### src/rtl/iram_loader_if.sv
// iram_loader_if
// Groups the byte-stream handshake and the iram write port of the boot loader.
//   in_data/in_valid/in_ready : byte stream, a byte moves when valid && ready
//   mem_address               : iram word address
//   mem_write_data            : iram write data
//   mem_read_not_write        : 0 only during a loader write cycle
//   mem_cs                    : iram chip select
// Modport master is the loader side; modport slave is the stream source / iram side.
interface iram_loader_if #(
    parameter int unsigned ADDRESS_BUS_WIDTH = 11,
    parameter int unsigned INSTRUCTION_WIDTH = 24
);
    logic [7:0]                   in_data;
    logic                         in_valid;
    logic                         in_ready;
    logic [ADDRESS_BUS_WIDTH-1:0] mem_address;
    logic [INSTRUCTION_WIDTH-1:0] mem_write_data;
    logic                         mem_read_not_write;
    logic                         mem_cs;

    modport master (
        input  in_data, in_valid,
        output in_ready, mem_address, mem_write_data, mem_read_not_write, mem_cs
    );

    modport slave (
        output in_data, in_valid,
        input  in_ready, mem_address, mem_write_data, mem_read_not_write, mem_cs
    );
endinterface

### src/rtl/iram_loader.sv
// iram_loader
// Boot-time program loader and write side of the instruction RAM. Receives a
// byte stream (16-bit word count N, N x 3-byte words MSB first, checksum byte),
// writes each assembled 24-bit word to iram and holds the CPU until a complete
// image with an 8-bit byte sum of zero has been loaded.
//   clock, reset     : system clock, asynchronous active-high reset
//   start            : one-cycle load request (honoured in IDLE, DONE, ERROR)
//   bus              : stream handshake and iram write port (master side)
//   cpu_hold         : high in every state except DONE
//   busy/done/error  : load in progress / last load succeeded / last load failed
//   words_loaded     : words written in the current or last load
module iram_loader #(
    parameter int unsigned                  ADDRESS_BUS_WIDTH = 11,
    parameter int unsigned                  INSTRUCTION_WIDTH = 24,
    parameter logic [ADDRESS_BUS_WIDTH-1:0] BASE_ADDR         = '0
) (
    input  logic                       clock,
    input  logic                       reset,
    input  logic                       start,
    iram_loader_if.master              bus,
    output logic                       cpu_hold,
    output logic                       busy,
    output logic                       done,
    output logic                       error,
    output logic [ADDRESS_BUS_WIDTH:0] words_loaded
);
    localparam logic [16:0] MAX_WORDS = 17'(1) << ADDRESS_BUS_WIDTH;

    typedef enum logic [3:0] {
        IDLE, HDR_HI, HDR_LO, B0, B1, B2, WRITE, CHECK, DONE, ERROR
    } state_t;

    state_t                       state_q;
    logic [7:0]                   hdr_hi_q;
    logic [15:0]                  count_q;
    logic [7:0]                   sum_q;
    logic [7:0]                   b0_q;
    logic [7:0]                   b1_q;
    logic [ADDRESS_BUS_WIDTH-1:0] mem_address_q;
    logic [INSTRUCTION_WIDTH-1:0] mem_write_data_q;
    logic                         mem_rnw_q;
    logic                         mem_cs_q;
    logic                         cpu_hold_q;
    logic                         busy_q;
    logic                         done_q;
    logic                         error_q;
    logic [ADDRESS_BUS_WIDTH:0]   words_loaded_q;

    logic        in_ready;
    logic        xfer;
    logic [16:0] hdr_count;

    // in_ready is the only output decoded combinationally from the state.
    always_comb begin
        in_ready = state_q inside {HDR_HI, HDR_LO, B0, B1, B2, CHECK};
    end

    assign xfer      = bus.in_valid && in_ready;
    assign hdr_count = {1'b0, hdr_hi_q, bus.in_data};

    always_ff @(posedge clock or posedge reset) begin
        if (reset) begin
            state_q          <= IDLE;
            hdr_hi_q         <= '0;
            count_q          <= '0;
            sum_q            <= '0;
            b0_q             <= '0;
            b1_q             <= '0;
            mem_address_q    <= '0;
            mem_write_data_q <= '0;
            mem_rnw_q        <= 1'b1;
            mem_cs_q         <= 1'b0;
            cpu_hold_q       <= 1'b1;
            busy_q           <= 1'b0;
            done_q           <= 1'b0;
            error_q          <= 1'b0;
            words_loaded_q   <= '0;
        end else begin
            // The write strobe is a one-cycle pulse armed by the third byte.
            mem_cs_q  <= 1'b0;
            mem_rnw_q <= 1'b1;
            if (xfer) begin
                sum_q <= sum_q + bus.in_data;
            end
            unique case (state_q)
                IDLE, DONE, ERROR: begin
                    if (start) begin
                        state_q        <= HDR_HI;
                        sum_q          <= '0;
                        words_loaded_q <= '0;
                        done_q         <= 1'b0;
                        error_q        <= 1'b0;
                        busy_q         <= 1'b1;
                        cpu_hold_q     <= 1'b1;
                    end
                end
                HDR_HI: begin
                    if (xfer) begin
                        hdr_hi_q <= bus.in_data;
                        state_q  <= HDR_LO;
                    end
                end
                HDR_LO: begin
                    if (xfer) begin
                        if (hdr_count != '0 && hdr_count <= MAX_WORDS) begin
                            count_q <= hdr_count[15:0];
                            state_q <= B0;
                        end else begin
                            state_q <= ERROR;
                            error_q <= 1'b1;
                            busy_q  <= 1'b0;
                        end
                    end
                end
                B0: begin
                    if (xfer) begin
                        b0_q    <= bus.in_data;
                        state_q <= B1;
                    end
                end
                B1: begin
                    if (xfer) begin
                        b1_q    <= bus.in_data;
                        state_q <= B2;
                    end
                end
                B2: begin
                    // Address/data are loaded here so they are valid for the
                    // whole WRITE cycle and hold afterwards.
                    if (xfer) begin
                        mem_write_data_q <= {b0_q, b1_q, bus.in_data};
                        mem_address_q    <= BASE_ADDR + words_loaded_q[ADDRESS_BUS_WIDTH-1:0];
                        mem_cs_q         <= 1'b1;
                        mem_rnw_q        <= 1'b0;
                        state_q          <= WRITE;
                    end
                end
                WRITE: begin
                    words_loaded_q <= words_loaded_q + 1'b1;
                    if ((17'(words_loaded_q) + 17'd1) < {1'b0, count_q}) begin
                        state_q <= B0;
                    end else begin
                        state_q <= CHECK;
                    end
                end
                CHECK: begin
                    if (xfer) begin
                        busy_q <= 1'b0;
                        if (8'(sum_q + bus.in_data) == 8'd0) begin
                            state_q    <= DONE;
                            done_q     <= 1'b1;
                            cpu_hold_q <= 1'b0;
                        end else begin
                            state_q <= ERROR;
                            error_q <= 1'b1;
                        end
                    end
                end
                default: state_q <= IDLE;
            endcase
        end
    end

    assign bus.in_ready           = in_ready;
    assign bus.mem_address        = mem_address_q;
    assign bus.mem_write_data     = mem_write_data_q;
    assign bus.mem_read_not_write = mem_rnw_q;
    assign bus.mem_cs             = mem_cs_q;
    assign cpu_hold               = cpu_hold_q;
    assign busy                   = busy_q;
    assign done                   = done_q;
    assign error                  = error_q;
    assign words_loaded           = words_loaded_q;
endmodule
### src/flat_wrapper.sv
// flat-port wrapper written by rule: the top's interface ports become plain ports
module iram_loader_flat 
#(
    parameter int unsigned                  ADDRESS_BUS_WIDTH = 11,
    parameter int unsigned                  INSTRUCTION_WIDTH = 24,
    parameter logic [ADDRESS_BUS_WIDTH-1:0] BASE_ADDR         = '0
)
  (clock, reset, start, cpu_hold, busy, done, error, words_loaded, bus_in_data, bus_in_valid, bus_in_ready, bus_mem_address, bus_mem_write_data, bus_mem_read_not_write, bus_mem_cs);
  iram_loader_if #(.ADDRESS_BUS_WIDTH(ADDRESS_BUS_WIDTH), .INSTRUCTION_WIDTH(INSTRUCTION_WIDTH)) bus_i ();
  input  logic clock;
  input  logic reset;
  input  logic start;
  output logic cpu_hold;
  output logic busy;
  output logic done;
  output logic error;
  output logic [ADDRESS_BUS_WIDTH:0] words_loaded;
  input wire logic [$bits(bus_i.in_data)-1:0] bus_in_data;
  input wire logic [$bits(bus_i.in_valid)-1:0] bus_in_valid;
  output wire logic [$bits(bus_i.in_ready)-1:0] bus_in_ready;
  output wire logic [$bits(bus_i.mem_address)-1:0] bus_mem_address;
  output wire logic [$bits(bus_i.mem_write_data)-1:0] bus_mem_write_data;
  output wire logic [$bits(bus_i.mem_read_not_write)-1:0] bus_mem_read_not_write;
  output wire logic [$bits(bus_i.mem_cs)-1:0] bus_mem_cs;
  assign bus_i.in_data = bus_in_data;
  assign bus_i.in_valid = bus_in_valid;
  assign bus_in_ready = bus_i.in_ready;
  assign bus_mem_address = bus_i.mem_address;
  assign bus_mem_write_data = bus_i.mem_write_data;
  assign bus_mem_read_not_write = bus_i.mem_read_not_write;
  assign bus_mem_cs = bus_i.mem_cs;
  iram_loader #(.ADDRESS_BUS_WIDTH(ADDRESS_BUS_WIDTH), .INSTRUCTION_WIDTH(INSTRUCTION_WIDTH), .BASE_ADDR(BASE_ADDR)) u_core (.clock(clock), .reset(reset), .start(start), .bus(bus_i), .cpu_hold(cpu_hold), .busy(busy), .done(done), .error(error), .words_loaded(words_loaded));
endmodule
### config.mk
export PLATFORM = sky130hd
export DESIGN_NAME = iram_loader_flat
export DESIGN_NICKNAME = d
export VERILOG_FILES = /design/src/rtl/iram_loader_if.sv /design/src/rtl/iram_loader.sv /design/src/flat_wrapper.sv
export SDC_FILE = /design/constraint.sdc
export NUM_CORES = 1
export LEC_CHECK = 0
export BUFFER_PORTS_ARGS = -buffer_cell sky130_fd_sc_hd__buf_2
export CAP_MARGIN = 20
export CELL_PAD_IN_SITES_DETAIL_PLACEMENT = 1
export CELL_PAD_IN_SITES_GLOBAL_PLACEMENT = 2
export CORE_MARGIN = 8
export CORE_UTILIZATION = 34
export DETAILED_ROUTE_END_ITERATION = 7
export PLACE_DENSITY = 0.8
export SLEW_MARGIN = 20
export SYNTH_ARGS = -nofsm -noshare
export SYNTH_HDL_FRONTEND = slang
export SYNTH_SLANG_ARGS = --single-unit
### constraint.sdc
create_clock -name clock -period 2.9 [get_ports clock]
set_input_delay 0.29 -clock clock [delete_from_list [all_inputs] [get_ports clock]]
set_output_delay 0.29 -clock clock [all_outputs]
set_load 0.03 [all_outputs]
## Word level (Yosys, flattened, before mapping)

Index checks and enable logic that the tools add are counted.

| operators by class | value |
|---|---|
| $add $sub $neg | 3 |
| magnitude comparators | 2 |
| equal/unequal tests | 19 |
| muxes and demuxes | 37 |
| reductions and logical operators | 20 |

Operator list:

| kind | count |
|---|---|
| 4-bit 2-to-1 mux | 8 |
| 4-bit case mux with 8 select lines | 1 |
| 8-bit 2-to-1 mux | 3 |
| 12-bit case mux with 2 select lines | 1 |
| 1-bit 2-to-1 mux | 18 |
| 17-bit by 16-bit less-than comparator with 1-bit output | 1 |
| 17-bit nonzero test | 1 |
| 4-bit by 3-bit equality test with 1-bit output (second input constant) | 4 |
| 16-bit by 12-bit less-or-equal comparator with 1-bit output (second input constant) | 1 |
| 12-bit by 1-bit adder with 13-bit output (second input constant) | 1 |
| 12-bit by 1-bit adder with 12-bit output (second input constant) | 1 |
| 12-bit 2-to-1 mux | 1 |
| 2-bit by 1-bit != test with 1-bit output (second input constant) | 6 |
| 2-bit AND reduction | 5 |
| 8-bit adder | 1 |
| 4-bit by 2-bit equality test with 1-bit output (second input constant) | 2 |
| 4-bit equality test (second input constant) | 2 |
| 8-bit zero test | 1 |
| 2-bit != test (second input constant) | 4 |
| 7-bit AND reduction | 1 |
| 1-bit case mux with 3 select lines | 2 |
| 6-bit AND reduction | 1 |
| 6-bit nonzero test | 1 |
| 5-bit AND reduction | 1 |
| 10 further kinds | 13 |

| storage, ports and cells | value |
|---|---|
| flip-flop bits (word level) | 105 |
| input port bits | 12 |
| output and inout bits | 54 |
| word-level logic and storage cells | 96 |

## Longest topological paths before layout

Gate-level depths: netlist (run 1).

| logic depth | value |
|---|---|
| depth in word-level cells | 6 |
| depth in mapped cells | 12 |
| depth with buffers taken out | 11 |

## Worst setup path after synthesis (run 1)

No wires, ideal clock.

| timing path | value |
|---|---|
| path type | reg-to-reg |
| start | register u_core.words_loaded_q[4], in the netlist u_core.words_loaded[4] |
| end | register u_core.state_q[2] |
| library setup time | 129 ps |
| data arrival time | 2392 ps |
| data required time | 2771 ps |
| setup slack | 378 ps |
| stages on the path, launching flop included | 12 |
| path buffers | 1 |
| period minus slack after synthesis | 2522 ps |
| path through | dfrtp_1 > clkbuf_1 > nand4_1 > nor3_1 > xor2_1 > ha_1 > a21o_1 > a21o_1 > a21oi_1 > nand2_1 > o21ai_0 > nand3_1 |

| on the way | value |
|---|---|
| cells in the longest elaborated chain, start to end | 4 |

Ends and longest elaborated chain:

| element | RTL line | RTL |
|---|---|---|
| start: declaration | iram_loader.sv:47 | `logic [ADDRESS_BUS_WIDTH:0] words_loaded_q;` |
| start signal: assignment | iram_loader.sv:139 | `words_loaded_q <= words_loaded_q + 1'b1;` |
| 12-bit by 1-bit adder with 13-bit output | iram_loader.sv:140 | `if ((17'(words_loaded_q) + 17'd1) < {1'b0, count_q}) begin` |
| 17-bit by 16-bit less-than comparator with 1-bit output | iram_loader.sv:140 |  |
| 3-bit 2-to-1 mux | iram_loader.sv:140 |  |
| 4-bit case mux with 8 select lines | iram_loader.sv:85 | `unique case (state_q)` |
| end signal: assignment | iram_loader.sv:88 | `state_q <= HDR_HI;` |
| end signal: assignment | iram_loader.sv:141 | `state_q <= B0;` |
| end signal: assignment | iram_loader.sv:143 | `state_q <= CHECK;` |
| end: declaration | iram_loader.sv:33 | `state_t state_q;` |

Every way passes these cells.
A chain may end at the register's enable or synchronous reset.

## Final worst setup path (run 1)

Ends and elaborated chain as after synthesis.

==> out/results.ini, run 1 <==
[outcome]
status = finished with violations
violations = negative hold slack

[drt]
drt_iter0_markers = 152
via_per_inst = 5.016
dr_total_vias = 3662
top_layer_used = met4
met2_wirelength_um = 6543
wirelength_um = 12880
post_drt_wl_per_cell_um = 17.65
met1Wirelength_um = 5776
ant_nets = 0
first_pass_iters = 4
wl_met3_um = 339
drc_errors = 0

[synthesis]
async_flop_share = 1.000
synth_cell_type_count = 62
synth.area.mux_share = 0.1249
synth_area_um2 = 5149
syn_area_per_cell_um2 = 10.77
synth_top_cell_area_share = 0.5006
synth_xor_area_frac = 0.02892
synth_compound_area_frac = 0.08335
synth_largest_area_cell = dfrtp_1
ys_ff_latch = 105
yosysSeqAreaShare = 0.5108
synth_cells = 478
synth_fa_ha_area_frac = 0.05492
synth_top_family_by_area = simple AND/OR/NAND/NOR gates
ys_warn_count = 0
synthSimpleGateAreaFrac = 0.1563
synthFlopType = dfrtp_1
synth_edf_count = 0
synth_nets = 512
ys_top_cells_by_area = dfrtp_1 50%, mux2_2 9.6%, ha_1 5.1%

[power]
peakVddDrop_uv = 354.5
p_leak_nw = 2.972
powerDensity_nw_per_um2 = 1040
p_total_mw = 6.168

[setup_path]
arrival_ps = 2730
end_kind = register
worstSetupStartpointType = register
worstPathRequired_ps = 3130
worstPathMaxFanout = 8
rr_worst_depth = 10
path_class = register to register

[grt]
grt_pass1_wl_um = 21630
overflow = 0
groute.usage.overall = 0.1399
grt_pass1_vias = 4024
antenna_found_initial = 0
grt_max_degree = 81

[finish]
layout-drive-gt1-share = 0.2694
area_growth_pct = 15.24
multi_input_area_um2 = 2308
seq_area_um2 = 2630
antennaDiodeCount = 0
instances_no_fill = 730
fill_cells = 1706
nets = 571

[placement]
post-place-ws_ps = 380.3
place_inst = 714
dpl.hpwl_um = 9248
numPortBuffers = 65
place.gp.congestion = 0.8045

[timing]
setup_viol = 0
fin_crit_sh = 0.8616
fmax_ghz = 0.4002
slew-limit-headroom = 0.4817
hold_violations = 3
drv_slew = 0
finalHoldWorstSlack_ps = -1.695
setup-tns-final_ps = 0
rsz0062_at_grt = false
fin_ws_ps = 401.5
finalCriticalPeriod_ps = 2499
worst_pin_slew_ps = 770.3
fin_skew_ps = 8.956

[die]
core.rowCount = 45
core_um2 = 14980
dieArea_um2 = 19340
die_h_um = 139.1
fp.dieW_um = 139.1
start_util = 0.3438
io_pins = 66

[clocking]
post_cts_buffers = 0
insertion_delay_ps = 360
cts_resized = 0
cts_num_sinks = 105
ctsLongestPathBuffers = 2
root_buffer = clkbuf_16
htreeDepth = 3
hold_buffers = 0
cts_tree = yes
clk_pin_slew_ps = 70
cts_buffers = 9

[worst_hold_path]
hp-class = primary input to async pin

[job]
max_cap_violations = 0

-- metrics by stage --
step / area, µm² / hold WS (ps) / util
after detailed placement: 5647 / 404.6 / 0.3770
final: 5933 / -1.695 / 0.3962
after CTS: 5933 / 18.10 / 0.3962
after floorplan: 5152 / 424.7 / -
after global placement: 5647 / 399.0 / 0.3770
after global routing: 5933 / 42.70 / 0.3962
-- synthesized netlist by cell type, types with 2 or more instances --
cell / n
a211oi_2: 2
a21o_1: 7
a21oi_1: 11
a22o_1: 2
a31oi_1: 3
a32o_1: 2
and2_1: 2
and3_1: 2
buf_1: 2
buf_2: 9
clkbuf_1: 8
dfrtp_1: 103
dfstp_2: 2
ha_1: 21
inv_1: 24
mux2_1: 2
mux2_2: 44
mux2_4: 5
mux2i_1: 5
nand2_1: 69
nand2_2: 2
nand2b_1: 4
nand3_1: 17
nand4_1: 5
nor2_1: 29
nor2b_1: 9
nor3_1: 7
nor3b_1: 2
nor4_1: 5
o21a_1: 3
o21ai_0: 23
o22ai_1: 2
xnor2_1: 9
xor2_1: 8
-- worst max-delay path, cell delays in order (launching register included) --
cell and delay, ps:
dfrtp_1 490, nand4_1 250, nor3_1 300, xor2_1 220, ha_1 280, a21o_1 160
a21o_1 170, a21oi_1 180, nand2_1 60, o21ai_0 170, nand3_1 100
-- layout by cell type (no fill, tap or decap), types with 5 or more instances in the layout --
master,n
a21o_1,7
a21oi_1,11
buf_2,65
clkbuf_16,9
dfrtp_1,103
ha_1,21
inv_1,23
mux2_2,44
mux2_4,5
mux2i_1,5
nand2_1,69
nand3_1,17
nand4_1,5
nor2_1,29
nor2b_1,9
nor3_1,7
nor4_1,5
o21ai_0,23
xnor2_1,9
xor2_1,8
-- final timing paths --
path / startpoint / to / slack [ps]
max in group asynchronous: reset / u_core.cpu_hold$_DFFE_PP1P_ / 2070
min in group clock: bus_in_data[1] / u_core.b0_q[1]$_DFFE_PP0P_ / 240
min: reset / u_core.b1_q[6]$_DFFE_PP0P_ / -2
max: u_core.words_loaded[4]$_DFFE_PP0P_ / u_core.state_q[2]$_DFFE_PP0P_ / 400
min reg2reg: u_core.b0_q[6]$_DFFE_PP0P_ / u_core.bus.mem_write_data[22]$_DFFE_PP0P_ / 470
max reg2reg: u_core.words_loaded[4]$_DFFE_PP0P_ / u_core.state_q[2]$_DFFE_PP0P_ / 400
-- kinds of logic after synthesis --
kind of cell	count (synthesis)
AO/OA/AOI/OAI	66
XOR/XNOR	17
adder cells (fa/ha/maj)	22
buffers and inverters	47
flip-flops	105
multiplexers	56
AND/OR/NAND/NOR	165
-- metal layers --
metal,up-vias,GRT usage
li1,1764,-
met1,1849,0.1673
met2,38,0.2428
met3,11,0.02960
met4,0,0.05142
met5,-,0
-- registers in the layout, summed over array words and instances (netlist names) --
| name | count |
|---|---|
| u_core.error | 1 |
| u_core.state_q | 4 |
| u_core.done | 1 |
| u_core.bus.mem_cs | 1 |
| u_core.cpu_hold | 1 |
| u_core.b0_q | 8 |
| u_core.b1_q | 8 |
| u_core.words_loaded | 12 |
| u_core.bus.mem_read_not_write | 1 |
| u_core.bus.mem_address | 11 |
| u_core.hdr_hi_q | 8 |
| u_core.bus.mem_write_data | 24 |
| u_core.sum_q | 8 |
| u_core.busy | 1 |
| u_core.count_q | 16 |
-- report_power, final --
group | internal [mW] | switching [mW] | leakage [nW]
sequential | 2.02 | 0.378 | 1.34
clock | 0.617 | 0.578 | 0.145
combinational | 1.01 | 1.57 | 1.48
total | 3.64 | 2.52 | 2.97
-- area by class of cell --
class / instances / share of cell area
Tap cell: 188 / 0.03965
Timing Repair Buffer: 70 / 0.06326
Clock inverter: 6 / 0.008013
Multi-Input combinational cell: 326 / 0.3891
Sequential cell: 105 / 0.4433
Inverter: 25 / 0.01645
Clock buffer: 10 / 0.04028
Power figures use the tool's default switching activity.
==> run 2, diff against run 1 <==
Settings changed: PLACE_DENSITY 0.8 to 0.88.
==> out/results.ini, run 2 (synthesized netlist as in run 1, its figures left out) <==
[outcome]
status = completed

[drt]
top_layer_used = met4
via_per_inst = 5.060
first_pass_iters = 4
met1Wirelength_um = 5828
ant_nets = 0
wl_met3_um = 305
drc_errors = 0
wirelength_um = 13310
dr_total_vias = 3704
drt_iter0_markers = 152
met2_wirelength_um = 7044
post_drt_wl_per_cell_um = 18.19

[die]
core_um2 = 14980
fp.dieW_um = 139.1
core.rowCount = 45
die_h_um = 139.1
start_util = 0.3438
dieArea_um2 = 19340
io_pins = 66

[clocking]
clk_pin_slew_ps = 70
root_buffer = clkbuf_16
cts_tree = yes
cts_buffers = 9
hold_buffers = 0
cts_resized = 0
htreeDepth = 3
insertion_delay_ps = 360
cts_num_sinks = 105
ctsLongestPathBuffers = 2
post_cts_buffers = 0

[timing]
fin_skew_ps = 11.32
setup_viol = 0
fin_crit_sh = 0.8454
slew-limit-headroom = 0.5387
hold_violations = 0
setup-tns-final_ps = 0
finalHoldWorstSlack_ps = 26.49
worst_pin_slew_ps = 690.5
finalCriticalPeriod_ps = 2452
drv_slew = 0
fmax_ghz = 0.4079
rsz0062_at_grt = false

[setup_path]
arrival_ps = 2680
end_kind = register
cp_top_family = compound AO/OA/AOI/OAI gates
worstSetupStartpointType = register
worstPathRequired_ps = 3130
path_class = register to register
cp_cell_sequence = ha_1, nand3_1, nor3_1, xor2_1, ha_1, a21o_1, a21o_1, a21oi_1, nand2_1, o21ai_0, nand3_1
max_stage_delay_ps = 480
slowest_stage = dfrtp_1
worstPathMaxFanout = 9
crit_buf_inv = 0

[power]
clkPwrFrac = 0.191
p_int_mw = 3.651
p_seq_frac = 0.389
peakVddDrop_uv = 310.4
p_leak_nw = 2.969
comb_power_share = 0.420
switching_share = 0.4099
p_switching_mw = 2.536
powerDensity_nw_per_um2 = 1041

[grt]
overflow = 0
groute.usage.overall = 0.1439
grt_max_degree = 44
antenna_found_initial = 0
grt_pass1_vias = 4130
grt_pass1_wl_um = 22330

[finish]
final_cell_mix = 103 x dfrtp_1, 69 x nand2_1, 65 x buf_2
area_growth_pct = 15.43
nets = 573
largest_reg_flops = 24
layout-drive-gt1-share = 0.2684
antennaDiodeCount = 0
final_common_cell = dfrtp_1

[worst_hold_path]
hp-class = primary input to async pin

[placement]
place.gp.congestion = 0.8327
dpl.hpwl_um = 9679
numPortBuffers = 65

[job]
max_cap_violations = 0

==> run 2: cell count changes in the layout (fill, tap and decap cells not counted) <==
cell and delta:
inv_6 -1, clkinv_2 -2, clkinvlp_4 +2, clkbuf_1 +2, clkinv_4 -1, buf_4 +2
==> run 2: worst reg2reg max path: stages (launching register included) <==
cell	delay [ps]
dfrtp_1	480
ha_1	200
nand3_1	130
nor3_1	200
xor2_1	230
ha_1	280
a21o_1	160
a21o_1	170
a21oi_1	180
nand2_1	80
o21ai_0	150
nand3_1	90
==> run 2: area by class of cell <==
class	instances	area (µm²)
multi-input cells	326	2308
clock buffers	12	246.5
flip-flops and latches	105	2630
fillers	1688	9034
well taps	188	235.2
repair buffers	72	390.4
inverters	25	97.59
clock inverters	4	35.03
==> run 2: per-layer routing <==
layer,track usage,up-vias
li1,-,1757
met1,0.1714,1904
met2,0.2547,34
met3,0.03098,9
met4,0.04275,0
met5,0,-
==> run 2: stage by stage <==
step | cells | worst slack [ps] | cell area [µm²] | power [mW] | utilization
detailed placement | 716 | 423.5 | 5662 | 5.059 | 0.3780
global placement | 716 | 519.0 | 5662 | 4.922 | 0.3780
global route | 732 | 211.8 | 5943 | 6.631 | 0.3968
floorplan | 478 | 378.3 | 5152 | 4.304 | -
finish | 732 | 448.2 | 5943 | 6.188 | 0.3968
CTS | 732 | 430.4 | 5943 | 6.276 | 0.3968
==> run 2: worst paths after layout <==
check | depth (start not counted) | start | end | slack, ps
max in group asynchronous | 3 | reset | u_core.cpu_hold$_DFFE_PP1P_ | 2110
min | 2 | reset | u_core.bus.mem_write_data[6]$_DFFE_PP0P_ | 30
min in group clock | 2 | bus_in_data[1] | u_core.b0_q[1]$_DFFE_PP0P_ | 230
max reg2reg | 11 | u_core.words_loaded[0]$_DFFE_PP0P_ | u_core.state_q[2]$_DFFE_PP0P_ | 450
max | 11 | u_core.words_loaded[0]$_DFFE_PP0P_ | u_core.state_q[2]$_DFFE_PP0P_ | 450
min reg2reg | 2 | u_core.b1_q[5]$_DFFE_PP0P_ | u_core.bus.mem_write_data[13]$_DFFE_PP0P_ | 470
==> run 2: power groups by stage <==
stage	Combinational (mW)	Sequential (mW)	Clock [mW]
2_1_floorplan	1.56	2.74	0
3_3_place_gp	2.53	2.40	0
3_5_place_dp	2.63	2.43	0
4_1_cts	2.65	2.41	1.22
5_1_grt	2.88	2.49	1.27
6_report	2.60	2.40	1.18
